`config.mk`:
```
export PLATFORM = sky130hd
export DESIGN_NAME = osc_timebase_ctrl
export DESIGN_NICKNAME = d
export VERILOG_FILES = /design/src/rtl/osc_timebase_ctrl.sv
export SDC_FILE = /design/constraint.sdc
export NUM_CORES = 1
export LEC_CHECK = 0
export CORE_ASPECT_RATIO = 0.75
export CORE_MARGIN = 10
export CORE_UTILIZATION = 45
export CTS_CLUSTER_DIAMETER = 80
export DETAILED_ROUTE_END_ITERATION = 8
export SLEW_MARGIN = 5
export SYNTH_ARGS = -nofsm -noshare
export SYNTH_HDL_FRONTEND = slang
export SYNTH_SLANG_ARGS = --single-unit
export TNS_END_PERCENT = 10
```
`constraint.sdc`:
```
create_clock -name CLK -period 2.9 [get_ports CLK]
set_clock_uncertainty 0.05 [all_clocks]
set_input_delay 0.58 -clock CLK [delete_from_list [all_inputs] [get_ports CLK]]
set_output_delay 0.58 -clock CLK [all_outputs]
set_load 0.02 [all_outputs]
```
`src/rtl/osc_timebase_ctrl.sv`:
```
// osc_timebase_ctrl: oscilloscope time/div owner.
// Debounces the up/down buttons, stages a new time/div setting and applies
// it on a frame boundary, and generates the ADC sample-enable strobe for the
// applied setting.
// Optional build macro TIMEBASE_WRAP_EN: when defined, stepping past either
// end of the 1/2/5/10 ms table wraps to the other end instead of saturating.
module osc_timebase_ctrl #(
    parameter int DEBOUNCE_CYCLES = 1000000,
    parameter int BASE_DIV        = 1080,
    parameter int CNT_W           = 24
) (
    input  logic             CLK,
    input  logic             RESET,
    input  logic             BTN_UP,
    input  logic             BTN_DOWN,
    input  logic             VGA_frameStart,
    output logic             SAMPLE_EN,
    output logic [1:0]       TIMEBASE_SEL,
    output logic [CNT_W-1:0] SAMPLE_DIV,
    output logic             CHANGE_PENDING
);

    // Debounce counter only has to reach DEBOUNCE_CYCLES-1.
    localparam int DB_W = (DEBOUNCE_CYCLES > 1) ? $clog2(DEBOUNCE_CYCLES) : 1;
    localparam logic [DB_W-1:0] DB_LAST = DB_W'(DEBOUNCE_CYCLES - 1);

    // Divisor table, fixed at elaboration.
    localparam logic [CNT_W-1:0] DIV_1MS  = CNT_W'(BASE_DIV);
    localparam logic [CNT_W-1:0] DIV_2MS  = CNT_W'(2 * BASE_DIV);
    localparam logic [CNT_W-1:0] DIV_5MS  = CNT_W'(5 * BASE_DIV);
    localparam logic [CNT_W-1:0] DIV_10MS = CNT_W'(10 * BASE_DIV);

    typedef enum logic [1:0] {
        ST_IDLE    = 2'd0,
        ST_PENDING = 2'd1,
        ST_APPLY   = 2'd2
    } state_t;

    // Button vectors: bit 0 = up, bit 1 = down.
    logic [1:0]            btn_meta;
    logic [1:0]            btn_sync;
    logic [1:0]            btn_deb;
    logic [1:0]            btn_deb_d;
    logic [1:0][DB_W-1:0]  db_cnt;
    logic [1:0]            btn_req;
    logic                  up_req;
    logic                  down_req;

    state_t                state;
    state_t                state_n;
    logic [1:0]            pend_idx;
    logic [1:0]            pend_n;
    logic [1:0]            cur_idx;
    logic [1:0]            target_idx;
    logic                  single_req;
    logic [CNT_W-1:0]      sample_cnt;

    function automatic logic [CNT_W-1:0] div_for(input logic [1:0] idx);
        case (idx)
            2'd0:    return DIV_1MS;
            2'd1:    return DIV_2MS;
            2'd2:    return DIV_5MS;
            default: return DIV_10MS;
        endcase
    endfunction

    function automatic logic [1:0] step_up(input logic [1:0] idx);
`ifdef TIMEBASE_WRAP_EN
        return idx + 2'd1;
`else
        return (idx == 2'd3) ? idx : idx + 2'd1;
`endif
    endfunction

    function automatic logic [1:0] step_down(input logic [1:0] idx);
`ifdef TIMEBASE_WRAP_EN
        return idx - 2'd1;
`else
        return (idx == 2'd0) ? idx : idx - 2'd1;
`endif
    endfunction

    // Two-flop synchroniser for the asynchronous buttons.
    always_ff @(posedge CLK) begin
        // NOTE: sequential state uses non-blocking assignments so every flop
        // samples pre-edge values and simulation order cannot create races.
        if (RESET) begin
            btn_meta <= '0;
            btn_sync <= '0;
        end else begin
            btn_meta <= {BTN_DOWN, BTN_UP};
            btn_sync <= btn_meta;
        end
    end

    // Debounce: accept a new level after DEBOUNCE_CYCLES consecutive differing samples.
    always_ff @(posedge CLK) begin
        if (RESET) begin
            db_cnt    <= '0;
            btn_deb   <= '0;
            btn_deb_d <= '0;
        end else begin
            btn_deb_d <= btn_deb;
            for (int i = 0; i < 2; i++) begin
                if (btn_sync[i] == btn_deb[i]) begin
                    db_cnt[i] <= '0;
                end else if (db_cnt[i] == DB_LAST) begin
                    btn_deb[i] <= btn_sync[i];
                    db_cnt[i]  <= '0;
                end else begin
                    db_cnt[i] <= db_cnt[i] + DB_W'(1);
                end
            end
        end
    end

    // A press is the rising edge of the debounced level.
    assign btn_req  = btn_deb & ~btn_deb_d;
    assign up_req   = btn_req[0];
    assign down_req = btn_req[1];

    // Next-state logic: resolve requests against the staged or applied index.
    always_comb begin
        // NOTE: every output of this block is defaulted first so no path can
        // leave one unassigned and infer a latch.
        state_n    = state;
        pend_n     = pend_idx;
        single_req = up_req ^ down_req;
        cur_idx    = (state == ST_PENDING) ? pend_idx : TIMEBASE_SEL;
        target_idx = up_req ? step_up(cur_idx) : step_down(cur_idx);

        case (state)
            ST_IDLE: begin
                if (single_req && (target_idx != TIMEBASE_SEL)) begin
                    state_n = ST_PENDING;
                    pend_n  = target_idx;
                end
            end
            ST_PENDING: begin
                if (single_req) begin
                    pend_n = target_idx;
                end
                if (VGA_frameStart) begin
                    state_n = ST_APPLY;
                end else if (single_req && (target_idx == TIMEBASE_SEL)) begin
                    state_n = ST_IDLE;
                end
            end
            ST_APPLY: begin
                state_n = ST_IDLE;
            end
            default: begin
                state_n = ST_IDLE;
            end
        endcase
    end

    // State register and applied setting; the setting only changes out of APPLY.
    always_ff @(posedge CLK) begin
        if (RESET) begin
            state          <= ST_IDLE;
            pend_idx       <= 2'd0;
            TIMEBASE_SEL   <= 2'd0;
            SAMPLE_DIV     <= DIV_1MS;
            CHANGE_PENDING <= 1'b0;
        end else begin
            state          <= state_n;
            pend_idx       <= pend_n;
            CHANGE_PENDING <= (state_n != ST_IDLE);
            if (state == ST_APPLY) begin
                TIMEBASE_SEL <= pend_idx;
                SAMPLE_DIV   <= div_for(pend_idx);
            end
        end
    end

    // Sample divider; restarts on apply so no strobe comes from a stale count.
    always_ff @(posedge CLK) begin
        if (RESET) begin
            sample_cnt <= '0;
            SAMPLE_EN  <= 1'b0;
        end else if (state == ST_APPLY) begin
            sample_cnt <= '0;
            SAMPLE_EN  <= 1'b0;
        end else if (sample_cnt == SAMPLE_DIV - CNT_W'(1)) begin
            sample_cnt <= '0;
            SAMPLE_EN  <= 1'b1;
        end else begin
            sample_cnt <= sample_cnt + CNT_W'(1);
            SAMPLE_EN  <= 1'b0;
        end
    end

endmodule

```
== Yosys cells after proc, flatten, opt, wreduce, memory -nomap -nowiden ==
Index checks and enable logic that the tools add are counted.
W data, S select, Z words.
Storage, ports and cells
  register bits after elaboration: 104
  bits in latches: 0
  bits in writable memories: 0
  bits in read-only memories: 0
  bits of input ports: 5
  output and inout port bits: 28
  logic and storage cells: 66
  memories: 0
Cells by class
  add/subtract/negate cells: 6
  multipliers: 0
  divide/modulo/power cells: 0
  $lt $le $gt $ge: 0
  equal/unequal tests: 14
  shifts and indexed selects: 0
  mux-type cells: 13
  bitwise gates (word level): 5
  reductions and logical operators: 14
Operators by type and width (count)
  $pmux W14 S3: 1
  $add A20 B1 Y20 const B: 2
  $eq A20 B20 Y1 const B: 2
  $add A24 B1 Y24 const B: 1
  $eq A24 B24 Y1: 1
  $sub A24 B1 Y24 const B: 1
  $mux W2: 9
  $reduce_or A3 Y1: 3
  $pmux W2 S2: 2
  $eq A2 B2 Y1 const B: 3
  $logic_not A2 Y1: 3
  $eq A2 B1 Y1 const B: 2
  $ne A2 B2 Y1 const B: 2
  $reduce_and A2 Y1: 2
  $reduce_bool A2 Y1: 2
  $reduce_and A3 Y1: 1
  $add A2 B1 Y2 const B: 1
  $and A2 B2 Y2: 1
  $eq A1 B1 Y1: 2
  $eq A2 B2 Y1: 1
  $logic_and A1 B1 Y1: 2
  $ne A2 B2 Y1: 1
  $not A1 Y1: 2
  $not A2 Y2: 1
  4 further kinds: 4

== Depth between registers and ports, before layout ==
  depth in word-level cells: 11
  mapped depth: 7
  gate-level depth less buffers: 6

== Least setup slack after synthesis ==
Ideal clock, no wire load.
  kind: register -> register
  start point: reg SAMPLE_DIV[12]
  end point: reg sample_cnt[14]
  library setup time: 0.115 ns
  arrival time: 1.564 ns
  required time: 2.735 ns
  slack: 1.171 ns
  cell stages (with the launch flop): 7
  path buffers: 1
  period minus slack after synthesis: 1.729 ns
  cells stage by stage: dfxtp_1 or3_1 a222oi_1 nand4_1 nand2_2 buf_6 nor2_1
On the way
  longest elaborated chain between the ends: 3
RTL lines
  start: declaration: RTL line 19  | output logic [CNT_W-1:0] SAMPLE_DIV,
  start signal: assignment: RTL line 172  | SAMPLE_DIV <= div_for(pend_idx);
  $sub A24 B1 Y24: RTL line 185  | end else if (sample_cnt == SAMPLE_DIV - CNT_W'(1)) begin
  $eq A24 B24 Y1: RTL line 185
  $reduce_or A3 Y1 (no line)
  end signal: assignment: RTL line 189  | sample_cnt <= sample_cnt + CNT_W'(1);
  end: declaration: RTL line 56  | logic [CNT_W-1:0] sample_cnt;
Every way passes these cells.
A chain may end at the register's enable or synchronous reset.

== Worst setup path in the final report ==
  start point: reg sample_cnt[15]
  end point: reg sample_cnt[18]
On the way
  longest elaborated chain between the ends: 2
  elaborated cells on any way between the ends: 3
  classes of those cells: 1 x add/sub; 1 x eq/ne; 1 x reduce/logical
RTL lines
  branches (longest 2 deep; another with $add A24 B1 Y24)
Parallel ways; which one is timed is not known.

==> metrics.md <==
| Metric | Value |
|---|---|
| Leakage | `0.00149 uW` |
| Commonest cells post-synth | `86 x dfxtp_1, 84 x nor2_1, 37 x xor2_1, 34 x nand2_1, 28 x xnor2_1` |
| Register bit total from synthesis | `86` |
| VDD IR-drop max | `332 uV` |
| Hold Worst Slack | `0.381 ns` |
| Global-route wire length before repair | `12.8 mm` |
| Root Driver | `clkbuf_16` |
| Fillers | `841` |
| Die Area | `13000 um2` |
| CP startpoint kind | `register` |
| Sw Ratio | `0.225` |
| DP Worst Slack | `0.737 ns` |
| EDFF count, synth | `0` |
| GR Overflow Total | `0` |
| Relative slew margins | `0.497` |
| Setup Crit Path Kind | `reg -> reg` |
| Initial Util | `0.465` |
| Final HPWL DP | `5.24 mm` |
| Register clock-pin slew on the reported worst setup and hold paths | `0.07 ns` |
| Critical Path Max Stage Delay | `0.50 ns` |
| Vias in the first global route | `2699` |
| Fraction of layout cells with a size suffix above 1 | `0.0557` |
| Residual DRC | `0` |
| Post-CTS Setup Inserts | `0` |
| Hold Violations, Final | `0` |
| Average cell area after synthesis | `8.72 um2` |
| CTS H-tree depth | `3` |
| Fin. max-slew vios | `0` |
| Number of routed nets with antenna violations | `0` |
| Sink Count | `86` |
| Initial antenna violation count | `0` |
| Routed len/inst | `12.8 um` |
| Vias | `2890` |
| CTS tree | `built` |
| PortBufs | `17` |
| Synthesized cell area | `3950 um2` |
| Skew-Pair Late Insertion Delay | `0.34 ns` |
| Endpoints failing setup | `0` |
| RSZ-0062 raised after global routing | `false` |
| CTS Hold Bufs | `0` |
| Count of cell types in the netlist | `47` |
| Clock share of power | `0.466` |
| CP Max Fanout | `23` |
| Synth top area share | `0.436` |
| Row cnt | `29` |
| Die Height | `101 um` |
| Sequential share of the synthesized area | `0.436` |
| P&R area growth vs syn | `10.7%` |
| Most frequent cell after synthesis | `dfxtp_1` |
| Slew @ Worst Pin | `0.747 ns` |
| FMAX | `0.445 GHz` |
| CP cell instances | `or4_1 > nor4_1 > nand4_1 > nand2_2 > nor2_1` |
| Synth Flop Type | `dfxtp_1` |
| Slowest CP cell | `or4_1` |
| Setup TNS | `0 ns` |
| Post-CTS Resized | `0` |
| Critical Path End Type | `register` |
| Final min period | `2.25 ns` |
| Number of nets in the layout | `470` |
| Asr flop ratio synth | `0` |
| Drt total wl | `7.37 mm` |
| Min-delay worst type | `reg -> reg` |
| Routability congestion estimate | `0.787` |
| Vias per cell | `5.03` |
| Worst setup margin | `0.653 ns` |
| Io pins | `33` |
| Core Footprint | `8490 um2` |
| N_diodes | `0` |
| Comb pwr share | `0.023` |
| Die W | `128 um` |
| Sequential power share | `0.512` |
| TritonRoute pass-1 iters | `4` |
| Starting DRT DRC Count | `124` |
| Largest net degree at the start of global routing | `24` |
| P_int | `1810 uW` |
| Yosys warns | `0` |
| Largest area contributor in the netlist | `dfxtp_1` |
| CP Data Arrival Time | `2.41 ns` |
| NetSw | `525 uW` |
| Cell family with most CP delay | `simple AND/OR/NAND/NOR gates` |
| Max_cap viols | `0` |
| Crit share post-route | `0.775` |
| Cts bufs inserted | `9` |
| PwrDens | `534 nW/um2` |
| WP buf/inv | `0` |
| Syn Inst Count | `453` |
| GRT Util Overall | `0.119` |
| Top cells by area, synth | `dfxtp_1 44%, xor2_1 8.2%, nor2_1 8.0%` |
| Required @ worst endpoint | `3.06 ns` |
| Deepest clock path buffer count | `2` |
| Status | `complete, no violations` |
==> layout make-up <==
cell class / count / area, um2 / share of cell area
multi-input cells: 339 / 2020 / 0.462
flip-flops and latches: 86 / 1720 / 0.394
clock buffers: 10 / 239 / 0.0547
repair buffers: 19 / 185 / 0.0424
well taps: 108 / 135 / 0.0309
clock inverters: 6 / 45.0 / 0.0103
inverters: 7 / 26.3 / 0.00601
==> flip-flops by register name, indices dropped and copies added, names as in the netlist <==
signal and count:
TIMEBASE_SEL 2, btn_deb 2, btn_sync 2, db_cnt 40, btn_meta 2, btn_deb_d 2
SAMPLE_EN 1, SAMPLE_DIV 6, CHANGE_PENDING 1, sample_cnt 24, state 2, pend_idx 2
==> layout by cell type (no fill, tap or decap), drive strengths merged, types with 4 or more instances in the layout <==
master         count
o21ai              5
nand3             26
or4                4
clkdlybuf4s50     17
and4               4
xnor2             28
dfxtp             86
a21oi             14
nand4             13
nand2b             6
and3               8
conb              15
or3                6
nor3               4
nor4              14
nor2              84
clkbuf            10
nor2b             10
inv                8
nand2             35
xor2              37
==> layer usage <==
layer,up-vias,track usage,part of all wire
li1,1517,-,-
met1,1323,0.162,0.53
met2,41,0.165,0.41
met3,9,0.0521,0.054
met4,0,0.0389,0.012
met5,-,0,0
==> kinds of logic after synthesis <==
logic type | count (synthesis) | share of synthesized area
DFF | 86 | 0.436
and+or+nand+nor | 225 | 0.292
other | 2 | 0.00190
buffers and inverters | 41 | 0.0653
xor gates and xnor gates | 65 | 0.144
muxes | 3 | 0.00760
AOI/OAI and AO/OA | 28 | 0.0431
adders and majority gates | 3 | 0.00951
==> power by group through the flow <==
stage	sequential (uW)	combinational [uW]	clock [uW]
finish	1190	52.7	1090
CTS	1190	52.2	1120
global route	1190	58.6	1170
floorplan	1220	58.8	0
detailed placement	1220	52.0	0
global placement	1220	51.7	0
==> worst paths after layout <==
check                           slack, ns                      start                         to  depth (start not counted)
worst max-delay path                 0.65  sample_cnt[15]$_SDFF_PP0_  sample_cnt[18]$_SDFF_PP0_                          5
worst min-delay path                 0.38     btn_meta[1]$_SDFF_PP0_     btn_sync[1]$_SDFF_PP0_                          1
worst max register to register       0.65  sample_cnt[15]$_SDFF_PP0_  sample_cnt[18]$_SDFF_PP0_                          5
worst min register to register       0.38     btn_meta[1]$_SDFF_PP0_     btn_sync[1]$_SDFF_PP0_                          1
==> through the flow <==
step | utilization | cell area [um2] | instances | total power, uW
after floorplan | - | 4000 | 466 | 1280
after global placement | 0.481 | 4090 | 559 | 1270
after detailed placement | 0.481 | 4090 | 559 | 1270
after CTS | 0.515 | 4370 | 575 | 2370
after global routing | 0.515 | 4370 | 575 | 2420
final | 0.515 | 4370 | 575 | 2330
(Power assumes the default switching activity.)
